**config.mk**
```make
export PLATFORM = sky130hd
export DESIGN_NAME = sec32_check_encoder_flat
export DESIGN_NICKNAME = d
export VERILOG_FILES = /design/src/rtl/sec32_check_encoder_if.sv /design/src/rtl/sec32_check_encoder.sv /design/src/flat_wrapper.sv
export SDC_FILE = /design/constraint.sdc
export NUM_CORES = 1
export LEC_CHECK = 0
export CAP_MARGIN = 20
export CORE_MARGIN = 2
export CORE_UTILIZATION = 58
export CTS_BUF_LIST = sky130_fd_sc_hd__clkbuf_16
export CTS_CLUSTER_SIZE = 25
export DETAILED_ROUTE_END_ITERATION = 8
export GPL_TIMING_DRIVEN = 1
export PLACE_DENSITY = 0.91
export RECOVER_POWER = 25
export SETUP_SLACK_MARGIN = 0.4
export SYNTH_ARGS = -nofsm -noshare
export SYNTH_HDL_FRONTEND = slang
export SYNTH_SLANG_ARGS = --single-unit
```
**constraint.sdc**
```tcl
create_clock -name clk -period 4.9 [get_ports clk]
set_input_delay 0.49 -clock clk [delete_from_list [all_inputs] [get_ports clk]]
set_output_delay 0.49 -clock clk [all_outputs]
set_load 0.01 [all_outputs]
```
**src/rtl/sec32_check_encoder_if.sv**
```systemverilog
// rtl/sec32_check_encoder_if.sv - valid/ready data and codeword stream bundle for the SEC-32 encoder
`timescale 1ns/1ps
interface sec32_check_encoder_if;
    logic        in_valid;
    logic        in_ready;
    logic [31:0] in_data;
    logic        out_valid;
    logic        out_ready;
    logic [31:0] out_data;
    logic [7:0]  out_chk;

    modport master (
        output in_valid, in_data, out_ready,
        input  in_ready, out_valid, out_data, out_chk
    );

    modport slave (
        input  in_valid, in_data, out_ready,
        output in_ready, out_valid, out_data, out_chk
    );
endinterface

```
**src/rtl/sec32_check_encoder.sv**
```systemverilog
// rtl/sec32_check_encoder.sv - SEC-32 check-bit encoder with 2-entry codeword queue and fault injection
`timescale 1ns/1ps
module sec32_check_encoder #(
    parameter int CNT_W  = 16,
    parameter bit INJ_EN = 1'b1
) (
    input  logic             clk,
    input  logic             rst_n,
    sec32_check_encoder_if.slave s,
    input  logic             inj_arm,
    input  logic [5:0]       inj_pos,
    output logic             inj_busy,
    output logic [CNT_W-1:0] sent_cnt
);

    localparam logic [7:0][31:0] MASK = {
        32'h8888F0F0, 32'h44440F0F, 32'h2222FF00, 32'h111100FF,
        32'hF0F08888, 32'h0F0F4444, 32'hFF002222, 32'h00FF1111
    };

    logic [1:0]  count;
    logic [31:0] e0_data, e1_data;
    logic [7:0]  e0_chk,  e1_chk;
    logic        arm_q;
    logic [5:0]  pos_q;

    logic        push, pop, eff_arm;
    logic [5:0]  eff_pos;
    logic [7:0]  new_chk;
    logic [39:0] flip, new_cw;

    always_comb begin
        new_chk = '0;
        for (int k = 0; k < 8; k++) begin
            new_chk[k] = ^(s.in_data & MASK[k]);
        end
    end

    // A full queue still accepts when the head leaves on the same edge.
    assign s.in_ready  = rst_n & ((count != 2'd2) | s.out_ready);
    assign s.out_valid = (count != 2'd0);
    assign s.out_data  = e0_data;
    assign s.out_chk   = e0_chk;
    assign inj_busy    = arm_q;

    assign push = s.in_valid & s.in_ready;
    assign pop  = s.out_valid & s.out_ready;

    // A fresh arm on the accepting edge takes precedence over a previously latched position.
    assign eff_arm = INJ_EN & (inj_arm | arm_q);
    assign eff_pos = inj_arm ? inj_pos : pos_q;

    always_comb begin
        flip = '0;
        if (eff_arm && (eff_pos < 6'd40)) begin
            flip = 40'd1 << eff_pos;
        end
        new_cw = {new_chk, s.in_data} ^ flip;
    end

    always_ff @(posedge clk) begin
        if (!rst_n) begin
            count    <= 2'd0;
            e0_data  <= '0;
            e0_chk   <= '0;
            e1_data  <= '0;
            e1_chk   <= '0;
            arm_q    <= 1'b0;
            pos_q    <= '0;
            sent_cnt <= '0;
        end else begin
            if (pop) begin
                sent_cnt <= sent_cnt + 1'b1;
            end

            case ({push, pop})
                2'b10: begin
                    if (count == 2'd0) begin
                        {e0_chk, e0_data} <= new_cw;
                    end else begin
                        {e1_chk, e1_data} <= new_cw;
                    end
                    count <= count + 2'd1;
                end
                2'b01: begin
                    // With one entry the head keeps its value so the outputs hold the last popped word.
                    if (count == 2'd2) begin
                        e0_data <= e1_data;
                        e0_chk  <= e1_chk;
                    end
                    count <= count - 2'd1;
                end
                2'b11: begin
                    if (count == 2'd1) begin
                        {e0_chk, e0_data} <= new_cw;
                    end else begin
                        e0_data <= e1_data;
                        e0_chk  <= e1_chk;
                        {e1_chk, e1_data} <= new_cw;
                    end
                end
                default: ;
            endcase

            if (push && eff_arm) begin
                arm_q <= 1'b0;
            end else if (inj_arm && INJ_EN) begin
                arm_q <= 1'b1;
                pos_q <= inj_pos;
            end
        end
    end

endmodule

```
**src/flat_wrapper.sv**
```systemverilog
// flat-port wrapper written by rule: the top's interface ports become plain ports
module sec32_check_encoder_flat 
#(
    parameter int CNT_W  = 16,
    parameter bit INJ_EN = 1'b1
)
  (clk, rst_n, inj_arm, inj_pos, inj_busy, sent_cnt, s_in_valid, s_in_data, s_out_ready, s_in_ready, s_out_valid, s_out_data, s_out_chk);
  sec32_check_encoder_if s_i ();
  input  logic clk;
  input  logic rst_n;
  input  logic inj_arm;
  input  logic [5:0] inj_pos;
  output logic inj_busy;
  output logic [CNT_W-1:0] sent_cnt;
  input wire logic [$bits(s_i.in_valid)-1:0] s_in_valid;
  input wire logic [$bits(s_i.in_data)-1:0] s_in_data;
  input wire logic [$bits(s_i.out_ready)-1:0] s_out_ready;
  output wire logic [$bits(s_i.in_ready)-1:0] s_in_ready;
  output wire logic [$bits(s_i.out_valid)-1:0] s_out_valid;
  output wire logic [$bits(s_i.out_data)-1:0] s_out_data;
  output wire logic [$bits(s_i.out_chk)-1:0] s_out_chk;
  assign s_i.in_valid = s_in_valid;
  assign s_i.in_data = s_in_data;
  assign s_i.out_ready = s_out_ready;
  assign s_in_ready = s_i.in_ready;
  assign s_out_valid = s_i.out_valid;
  assign s_out_data = s_i.out_data;
  assign s_out_chk = s_i.out_chk;
  sec32_check_encoder #(.CNT_W(CNT_W), .INJ_EN(INJ_EN)) u_core (.clk(clk), .rst_n(rst_n), .s(s_i), .inj_arm(inj_arm), .inj_pos(inj_pos), .inj_busy(inj_busy), .sent_cnt(sent_cnt));
endmodule
```
After elaboration in Yosys (flattened, before gate mapping)
Index checks and enable logic that the tools add are counted.
{ "word_totals": {"ff_bits": 105, "input_bits": 43, "wordCells": 65, "out_inout_bits": 59} }
{ "op_classes": {"eq_ne": 10, "shifts": 1, "bitwise_logic": 7, "magnitude_cmp": 1, "add_sub_neg": 3, "n_reduce_logical": 18, "n_mux": 17} }
{ "op_table": {"columns": ["operator", "n"], "rows": [
  ["$reduce_xor A32 Y1", 8],
  ["$mux W32", 5],
  ["$pmux W32 S3", 1],
  ["$pmux W32 S2", 1],
  ["$mux W40", 1],
  ["$mux W8", 5],
  ["$shl A1 B6 Y40 const A", 1],
  ["$xor A40 B40 Y40", 1],
  ["$pmux W8 S3", 1],
  ["$add A16 B1 Y16 const B", 1],
  ["$pmux W8 S2", 1],
  ["$eq A2 B2 Y1 const B", 3],
  ["$lt A6 B6 Y1 const B", 1],
  ["$mux W6", 1],
  ["$ne A2 B2 Y1 const B", 3],
  ["$reduce_and A3 Y1", 2],
  ["$reduce_bool A2 Y1", 3],
  ["$eq A2 B1 Y1 const B", 2],
  ["$ne A2 B1 Y1 const B", 2],
  ["$pmux W2 S2", 1],
  ["$and A1 B1 Y1", 3],
  ["$reduce_bool A3 Y1", 1],
  ["$add A2 B1 Y2 const B", 1],
  ["$logic_and A1 B1 Y1", 2],
  ["other kinds (5)", 6]
]} }

Depth between registers and ports, before layout
Gate-level depths: netlist of the first run.
{ "logic_depth": {"ltp_word": 7, "ltp_mapped": 12, "ltp_nobuf": 11} }

Least setup slack after synthesis of the first run
Ideal clock, no wire load.
{ "synth_path": {"path_kind": "register -> register", "from": "reg u_core.count[0]", "to": "reg u_core.e0_chk[6], in the netlist u_core.s.out_chk[6]", "arrival_time_ns": 2.531, "setup_slack_ns": 2.296, "setup_ns": 0.073, "synth_period_minus_slack_ns": 2.604, "required_ns": 4.827, "stages_incl_launch_ff": 12, "n_path_buf": 3, "path_cell_list": "dfxtp_1 -> inv_1 -> ha_1 -> nor2b_1 -> clkbuf_1 -> ha_1 -> clkbuf_1 -> mux2i_1 -> buf_2 -> a21oi_1 -> or3_1 -> o22ai_2"} }
{ "synth_rtl": {"columns": ["item", "line", "source"], "rows": [
  ["start: declaration", "sec32_check_encoder.sv:21", "logic [1:0] count;"],
  ["start signal: assignment", "sec32_check_encoder.sv:83", "count <= count + 2'd1;"],
  ["start signal: assignment", "sec32_check_encoder.sv:91", "count <= count - 2'd1;"],
  ["$reduce_bool A2 Y1 (*)", "sec32_check_encoder.sv:41", "assign s.out_valid = (count != 2'd0);"],
  ["$and A1 B1 Y1 (*)", "sec32_check_encoder.sv:47", "assign pop = s.out_valid & s.out_ready;"],
  ["net u_core.pop", "sec32_check_encoder.sv:27", "logic push, pop, eff_arm;"],
  ["$eq A2 B1 Y1 or $eq A2 B2 Y1 (tied branches)", "sec32_check_encoder.sv:76", "case ({push, pop})"],
  ["$ne A2 B1 Y1 (no source line) or $reduce_bool A3 Y1 (tied branches)", null, null],
  ["$reduce_and A3 Y1 (no source line)", null, null],
  ["end signal: assignment", "sec32_check_encoder.sv:79", "{e0_chk, e0_data} <= new_cw;"],
  ["end signal: assignment", "sec32_check_encoder.sv:89", "e0_chk <= e1_chk;"],
  ["end signal: assignment", "sec32_check_encoder.sv:95", "{e0_chk, e0_data} <= new_cw;"],
  ["end: declaration", "sec32_check_encoder.sv:23", "logic [7:0] e0_chk, e1_chk;"]
]} }
Mark *: on every way through the listed nets, which the timed path passes. The rest lies on a longest branch.
A chain may end at the register's enable or synchronous reset.

Worst setup path in the final report of the first run
{ "layout_path": {"from": "in inj_arm", "to": "reg u_core.e1_chk[6]"} }
{ "layout_via": {"elab_chain_cells": 7} }
{ "layout_lines": {"columns": ["item", "line", "source"], "rows": [
  ["start: declaration", "flat_wrapper.sv:11", "input logic inj_arm;"],
  ["$mux W6", "sec32_check_encoder.sv:51", "assign eff_pos = inj_arm ? inj_pos : pos_q;"],
  ["$lt A6 B6 Y1", "sec32_check_encoder.sv:55", "if (eff_arm && (eff_pos < 6'd40)) begin"],
  ["$logic_and A1 B1 Y1", "sec32_check_encoder.sv:55", null],
  ["$mux W40 (*)", "sec32_check_encoder.sv:55", null],
  ["$xor A40 B40 Y40 (*)", "sec32_check_encoder.sv:58", "new_cw = {new_chk, s.in_data} ^ flip;"],
  ["$mux W8, on equally long branches", "sec32_check_encoder.sv:94, sec32_check_encoder.sv:78", null],
  ["$pmux W8 S2 (*)", "sec32_check_encoder.sv:76", null],
  ["end signal: assignment", "sec32_check_encoder.sv:81", "{e1_chk, e1_data} <= new_cw;"],
  ["end signal: assignment", "sec32_check_encoder.sv:99", "{e1_chk, e1_data} <= new_cw;"],
  ["end: declaration", "sec32_check_encoder.sv:23", null]
]} }
Mark *: on every way between the ends. The rest lies on a longest branch, timed or not. The select of a mux whose other input is x is not followed.

==> results of run 1 <==
-- Yosys cell counts (all sizes together) (4+ instances only) --
library cell / n / area [um2]
buf: 19 / 118
ha: 8 / 100
nand4: 7 / 43.8
mux2i: 11 / 110
clkbuf: 37 / 139
xnor2: 55 / 512
dfxtp: 105 / 2100
nand3: 11 / 55.1
nor3: 102 / 546
a2111oi: 4 / 35.0
nand2b: 4 / 25.0
nand2: 7 / 26.3
or3: 14 / 87.6
o211ai: 5 / 37.5
xnor3: 7 / 158
inv: 8 / 30.0
nand3b: 5 / 37.5
xor2: 20 / 175
a21oi: 82 / 410
o22ai: 8 / 56.3
o21ai: 91 / 474
and3b: 4 / 37.5
o311ai: 4 / 35.0
nor2: 67 / 251
o21a: 36 / 270
nor3b: 6 / 60.1
-- stage by stage --
step	hold slack (ns)	area (um2)	setup slack, ns	power (mW)
after floorplan	0.476	6160	2.30	2.10
after global placement	0.480	7190	1.49	2.61
after detailed placement	0.487	7190	1.19	2.67
after CTS	0.497	7470	1.54	3.40
after global routing	0.519	7470	1.27	3.55
final	0.496	7470	1.44	3.38
-- routing by layer --
metal / vias up / GRT usage
li1: 2819 / -
met5: - / 0
met2: 333 / 0.546
met1: 2912 / 0.399
met3: 47 / 0.0608
met4: 0 / 0.132
-- critical path, cell delays in order --
cell,delay (ns)
dlygate4sd3_1,1.07
and3b_2,0.30
o21ai_1,0.86
o21ai_1,0.20
a2111oi_0,0.62
nand3b_1,0.21
-- layout make-up --
cell class,instances,area [um2]
Tap cell,136,170
Sequential cell,105,2100
Timing Repair Buffer,113,1100
Clock inverter,6,60.1
Multi-Input combinational cell,582,3780
Fill cell,762,2850
Clock buffer,9,225
Inverter,8,30.0
-- worst paths after layout --
path / end / cells after the start / start / slack, ns
max reg2reg: u_core.s.out_data[2] / 8 / u_core.count[0] / 1.55
max: u_core.e1_chk[6] / 6 / inj_arm / 1.44
min: u_core.e1_data[17] / 2 / u_core.e1_data[17] / 0.50
min reg2reg: u_core.e1_data[17] / 2 / u_core.e1_data[17] / 0.50
-- sequential cells by signal, indices dropped and copies added (netlist names) --
register           flops
u_core.s.out_chk       8
u_core.pos_q           6
u_core.inj_busy        1
u_core.e1_data        32
u_core.e1_chk          8
u_core.count           2
u_core.s.out_data     32
u_core.sent_cnt       16
-- power by group through the flow --
stage | Clock [mW] | Sequential (mW) | Combinational, mW
floorplan | 0 | 1.26 | 0.840
CTS | 0.719 | 1.21 | 1.47
finish | 0.720 | 1.22 | 1.44
detailed placement | 0 | 1.23 | 1.45
global placement | 0 | 1.22 | 1.39
global route | 0.753 | 1.24 | 1.56
-- kinds of logic after synthesis --
logic type / Yosys count / share of synthesized area
AOI/OAI and AO/OA: 234 / 0.220
xor gates and xnor gates: 83 / 0.141
adders and majority gates: 8 / 0.0162
buffers and inverters: 64 / 0.0465
DFF: 105 / 0.341
muxes: 14 / 0.0246
and+or+nand+nor: 243 / 0.211
==> flow_summary.yaml, run 1 <==
setup_path:
  critPathRequiredTime_ns: 5.19
  crit_type: "input pin to flop"
  worstSetupEndpointType: "flop"
  critical_path.max_fanout: 22
  worstPathArrival_ns: 3.75
  start_kind: "input pin"
die:
  row_count: 37
  io-pin-count: 102
  initial_core_util: 0.597
  die_area_um2: 11500
  dieWidth_um: 107
  die_y_um: 107
  core_area_um2: 10300
clocking:
  post_cts_buffers: 0
  tritoncts_num_sinks: 105
  clkSlewWorstSetupHoldPaths_ns: 0.07
  cts_resized: 0
  htree_levels: 3
  cts_tree: "done"
  cts-root-buf: "clkbuf_16"
  cts_max_path_buffers: 2
  cts_buffers: 9
  cts_hold_buf: 0
  clkLatencyLatePin_ns: 0.36
sta:
  rsz0062_at_grt: "false"
  period_share: 0.707
  fin_setup_tns_ns: 0
  max_slew_margin: 0.211
  setup_viol: 0
  finalMaxSlewViolations: 0
  fmax_ghz: 0.289
  period_minus_slack_ns: 3.46
  hold_viol_final: 0
  worst_pin_slew_ns: 1.18
  finalClockSkew_ns: 0.00691
detailed_routing:
  wl_met2_um: 8940
  top_layer_used: "met4"
  vias: 6111
  post_drt_wl_per_cell_um: 19.0
  drtIter0Drc: 466
  drc_errors: 0
  route.met3.wl_um: 1630
  dr.pass1.iters: 4
  vias_per_cell: 6.37
  wl_um: 18200
  ant_nets: 0
  met1_length_um: 7220
global_routing:
  track_usage: 0.321
  grt_pass1_wl_um: 29200
  first_global_vias: 6001
  grt_max_degree: 70
  grt_overflow: 0
  antenna_found_initial: 0
job:
  max_cap_violations: 0
synth:
  synth_area_per_cell_um2: 8.21
  synthCells: 751
  ys_warn_count: 0
  async_reset_ff_frac: 0
  synth_cell_types: 55
  synth_flop_cell: "dfxtp_1"
  synth_edf_count: 0
  synth_fp_nets: 802
  synthesis.area_um2: 6160
  synth-seq-area-share: 0.341
  ys_ff_latch: 105
hold_path:
  hold_class: "flop to flop"
power_and_ir_drop:
  seq_power_share: 0.360
  p_clk_frac: 0.213
  internal-power_mw: 2.10
  power_switching_mw: 1.28
  combinationalPowerShare: 0.427
  leakage_nw: 2.69
  powerDensity_nw_per_um2: 452
  p_sw_frac: 0.379
  ir_worst_vdd_uv: 294
finish:
  postLayoutCoreUtil: 0.724
  layout.nets: 870
  layout.cells.non_filler: 959
  drive_above_1_share: 0.0741
  mostFrequentLayoutCells: "dfxtp_1 (105), nor3_1 (94), a21oi_1 (82)"
  final_common_cell: "dfxtp_1"
  n_antenna_cell: 0
  area_growth_pct: 21.2
placement:
  placedCellCount: 944
  routabilityCongestion: 0.873
  port_buffers: 101
  place_hpwl_um: 12100
run_status:
  status: "complete, no violations"
Note: power is estimated with default switching activity, not from simulation.
==> run 2, diff against run 1 <==
--- a/config.mk
+++ b/config.mk
@@ -7,12 +7,12 @@
 export LEC_CHECK = 0
 export CAP_MARGIN = 20
 export CORE_MARGIN = 2
-export CORE_UTILIZATION = 58
+export CORE_UTILIZATION = 49
 export CTS_BUF_LIST = sky130_fd_sc_hd__clkbuf_16
 export CTS_CLUSTER_SIZE = 25
 export DETAILED_ROUTE_END_ITERATION = 8
 export GPL_TIMING_DRIVEN = 1
-export PLACE_DENSITY = 0.91
+export PLACE_DENSITY = 0.82
 export RECOVER_POWER = 25
 export SETUP_SLACK_MARGIN = 0.4
 export SYNTH_ARGS = -nofsm -noshare
==> constraint.sdc (replaced) <==
create_clock -name clk -period 3.1 [get_ports clk]
set_input_delay 0.31 -clock clk [delete_from_list [all_inputs] [get_ports clk]]
set_output_delay 0.31 -clock clk [all_outputs]
set_load 0.01 [all_outputs]
==> run 2 against run 1 <==
Against the previous run:
- sequential share of layout area decreased by 1.2 points
- utilization decreased by 8.2 points
- clock-buffer cell count unchanged
- register-to-register slack got worse by 1.1 ns
- largest cell class unchanged
- power increased by 68%
- worst setup slack got worse by 1.1 ns
- clock power increased by 79%
==> flow_summary.yaml, run 2 (synthesis gave the netlist of run 1 again) <==
finish:
  area_growth_pct: 26.6
  layout.nets: 893
  n_antenna_cell: 0
  drive_above_1_share: 0.107
  postLayoutCoreUtil: 0.642
  final_common_cell: "dfxtp_1"
  mostFrequentLayoutCells: "dfxtp_1 (104), nor3_1 (94), a21oi_1 (82)"
setup_path:
  worstSetupEndpointType: "primary output"
  critPathRequiredTime_ns: 2.79
  crit_type: "input pin to primary output"
  start_kind: "input pin"
  worstPathArrival_ns: 2.46
  critical_path.max_fanout: 51
placement:
  port_buffers: 101
  place_ws_ns: 0.228
  place_hpwl_um: 11700
  routabilityCongestion: 0.881
power_and_ir_drop:
  power_switching_mw: 2.04
  internal-power_mw: 3.61
  leakage_nw: 2.84
  p_clk_frac: 0.228
  combinationalPowerShare: 0.436
  powerDensity_nw_per_um2: 724
  seq_power_share: 0.337
  p_sw_frac: 0.361
  ir_worst_vdd_uv: 447
  finalPower_mw: 5.66
sta:
  fin_setup_tns_ns: 0
  hold_viol_final: 0
  period_minus_slack_ns: 2.77
  period_share: 0.892
  fmax_ghz: 0.362
  finalMaxSlewViolations: 0
  worst_slack_ns: 0.335
  setup_viol: 0
  max_slew_margin: 0.293
  finalClockSkew_ns: 0.00794
  fin_hold_ws_ns: 0.498
  rsz0062_at_grt: "false"
  worst_pin_slew_ns: 1.05
clocking:
  clkSlewWorstSetupHoldPaths_ns: 0.07
  cts_buffers: 9
  cts-root-buf: "clkbuf_16"
  clkLatencyLatePin_ns: 0.36
  htree_levels: 3
  cts_tree: "done"
  tritoncts_num_sinks: 105
  cts_max_path_buffers: 2
global_routing:
  track_usage: 0.267
  grt_overflow: 0
  antenna_found_initial: 0
  grt_pass1_wl_um: 28300
  grt_max_degree: 52
  first_global_vias: 5590
detailed_routing:
  drtIter0Drc: 548
  drc_errors: 0
  ant_nets: 0
  dr.pass1.iters: 5
  post_drt_wl_per_cell_um: 18.0
  vias_per_cell: 5.98
  vias: 6055
  wl_um: 18200
die:
  dieWidth_um: 116
  row_count: 40
  core_area_um2: 12200
  initial_core_util: 0.507
  die_y_um: 116
  io-pin-count: 102
  die_area_um2: 13500
job:
  max_cap_violations: 0
run_status:
  status: "complete, no violations"
hold_path:
  hold_class: "flop to flop"
## run 2: layout make-up
cell class	instances	area (um2)
clock inverters	4	95.1
multi-input cells	582	3810
inverters	8	30.0
repair buffers	136	1330
well taps	168	210
fillers	1055	4350
clock buffers	9	225
flip-flops and latches	105	2100
## run 2: critical path, stage by stage
cell and delay, ns:
clkdlybuf4s50_1 0.53, clkbuf_2 0.83, o21a_1 0.24, clkdlybuf4s50_1 0.53
## run 2: layer usage
metal  up-vias  global-route usage  share of wire  routed length [um]
li1       2876                   -              -                   -
met1      2817               0.363           0.43                7760
met2       316               0.427           0.46                8310
met3        46              0.0633          0.095                1740
met4         0              0.0714          0.023                 416
met5         -                   0              0                   0
## run 2: what timing repair did
item | CTS | global route
hold buffers | 0 | 0
cloned | 0 | 3
buffers inserted | 0 | 7
gates resized for setup | 1 | 13
pin swaps | 0 | 5
setup endpoints to repair | 1 | 11
## run 2: worst paths after layout
path	start	end	slack, ns	cells after the start
hold / removal	u_core.e1_data[22]	u_core.e1_data[22]	0.50	2
setup / recovery	rst_n	s_in_ready	0.33	4
setup reg to reg	u_core.count[0]	u_core.s.out_chk[1]	0.44	13
hold reg to reg	u_core.e1_data[22]	u_core.e1_data[22]	0.50	2
## run 2: metrics by stage
stage | cell area (um2) | std cells
finish | 7810 | 1012
global route | 7810 | 1012
CTS | 7690 | 1002
detailed placement | 7360 | 989
global placement | 7360 | 989
floorplan | 6160 | 751
## run 2: power by group through the flow
stage               clock network (mW)  logic [mW]  registers [mW]
floorplan                            0        1.33            1.99
global placement                     0        2.31            1.93
detailed placement                   0        2.34            1.93
CTS                               1.30        2.36            1.91
global route                      1.34        2.66            1.94
finish                            1.29        2.46            1.91
==> run 3, diff against run 2 <==
--- a/config.mk
+++ b/config.mk
@@ -18,3 +18,4 @@
 export SYNTH_ARGS = -nofsm -noshare
 export SYNTH_HDL_FRONTEND = slang
 export SYNTH_SLANG_ARGS = --single-unit
+export TNS_END_PERCENT = 5
==> run 3 against run 2 <==
Against the previous run:
- clock-buffer cell count did not move
- critical path depth unchanged
- sequential power is essentially flat
- routed wire length is essentially flat
- cell count barely moved
- clock skew about the same
- clock power is essentially flat
- first-iteration DRC count is 7.3% higher
- combinational power about the same
- via count decreased by 0.64%
- largest power group unchanged
- highest routed layer unchanged
==> flow_summary.yaml, run 3 (synthesis gave the netlist of run 1 again) <==
hold_path:
  min_path_cells: 2
  hold_class: "flop to flop"
  hold_end: "u_core.e1_data[22]"
  hp-start: "u_core.e1_data[22]"
global_routing:
  grt_max_degree: 52
  antenna_found_initial: 0
  grt_overflow: 0
  track_usage: 0.267
  first_global_vias: 5590
  grt_pass1_wl_um: 28300
finish:
  layout.nets: 892
  layout.cells.non_filler: 1011
  mostFrequentLayoutCells: "dfxtp_1 (104), nor3_1 (94), a21oi_1 (82)"
  drive_above_1_share: 0.106
  area_growth_pct: 26.5
  final_common_cell: "dfxtp_1"
  n_antenna_cell: 0
detailed_routing:
  post_drt_wl_per_cell_um: 18.0
  ant_nets: 0
  vias_per_cell: 5.95
  drtIter0Drc: 588
  wl_um: 18200
  drc_errors: 0
  vias: 6016
  dr.pass1.iters: 5
power_and_ir_drop:
  internal-power_mw: 3.61
  seq_power_share: 0.338
  ir_worst_vdd_uv: 444
  p_clk_frac: 0.227
  powerDensity_nw_per_um2: 723
  combinationalPowerShare: 0.435
  p_sw_frac: 0.361
  power_switching_mw: 2.03
  leakage_nw: 2.83
sta:
  finalMaxSlewViolations: 0
  finalClockSkew_ns: 0.00801
  hold_viol_final: 0
  period_share: 0.890
  max_slew_margin: 0.266
  fmax_ghz: 0.363
  setup_viol: 0
  fin_setup_tns_ns: 0
  period_minus_slack_ns: 2.76
  rsz0062_at_grt: "true"
  worst_pin_slew_ns: 1.09
setup_path:
  r2r_cells: 13
  critical_path.max_fanout: 51
  start_kind: "input pin"
  reg2reg_to: "u_core.s.out_chk[1]"
  regToRegSetupSlack_ns: 0.41
  worstSetupEndpointType: "primary output"
  crit_type: "input pin to primary output"
  reg2reg_from: "u_core.count[0]"
  critPathRequiredTime_ns: 2.79
  worstPathArrival_ns: 2.45
die:
  die_y_um: 116
  row_count: 40
  dieWidth_um: 116
  core_area_um2: 12200
  initial_core_util: 0.507
  io-pin-count: 102
  die_area_um2: 13500
clocking:
  cts_tree: "done"
  cts-root-buf: "clkbuf_16"
  cts_buffers: 9
  clkLatencyLatePin_ns: 0.36
  tritoncts_num_sinks: 105
  cts_hold_buf: 0
  cts_max_path_buffers: 2
  clkSlewWorstSetupHoldPaths_ns: 0.07
  htree_levels: 3
placement:
  routabilityCongestion: 0.881
  port_buffers: 101
  placedCellCount: 989
  place_hpwl_um: 11700
job:
  max_cap_violations: 0
run_status:
  status: "complete, no violations"
==> run 3: power by group through the flow <==
stage	sequential, mW	combinational [mW]	clock (mW)
after floorplan	1.99	1.33	0
after global placement	1.93	2.31	0
after detailed placement	1.93	2.34	0
after CTS	1.91	2.36	1.30
after global routing	1.95	2.65	1.34
final	1.91	2.45	1.28
==> run 3: timing repair <==
item,in CTS,in global routing
pin swaps,0,5
gates resized for setup,1,13
gates cloned,0,3
setup endpoints to repair,1,11
buffers inserted,0,6
==> run 3: routing by layer <==
metal  wire length [um]  track usage  share of wire
met5                  0            0              0
met4                405       0.0714          0.022
met3               1670       0.0633          0.092
met2               8310        0.427           0.46
met1               7830        0.363           0.43
==> run 3: layout make-up <==
class / count / area, um2
clock buffer: 9 / 225
clock inverter: 4 / 95.1
fill: 1058 / 4360
inverter: 8 / 30.0
multi-input combinational: 582 / 3810
sequential: 105 / 2100
tap: 168 / 210
timing repair buffer: 135 / 1330
==> run 3: worst max-delay path by stage <==
stage	end	slack [ns]	startpoint	depth (start not counted)
after global routing	s_in_ready	0.29	rst_n	4
after detailed placement	u_core.s.out_chk[0]	0.23	s_out_ready	10
after global placement	u_core.s.out_chk[6]	0.40	s_out_ready	10
after CTS	u_core.s.out_chk[0]	0.41	u_core.count[0]	12
final	s_in_ready	0.34	rst_n	4
after floorplan	u_core.s.out_chk[6]	0.50	u_core.count[0]	11
==> run 3: worst max-delay path, stage by stage <==
cell and delay [ns]:
clkdlybuf4s50_1 0.52, clkbuf_2 0.82, o21a_1 0.24, clkdlybuf4s50_1 0.53
==> run 3: per-stage QoR <==
stage	instance area, um2	hold WS [ns]	utilization	power [mW]	setup WS [ns]
floorplan	6160	0.457	-	3.32	0.496
global placement	7360	0.483	0.605	4.23	0.402
detailed placement	7360	0.490	0.605	4.27	0.228
CTS	7690	0.500	0.632	5.57	0.412
global route	7800	0.518	0.641	5.93	0.287
finish	7800	0.500	0.641	5.64	0.341
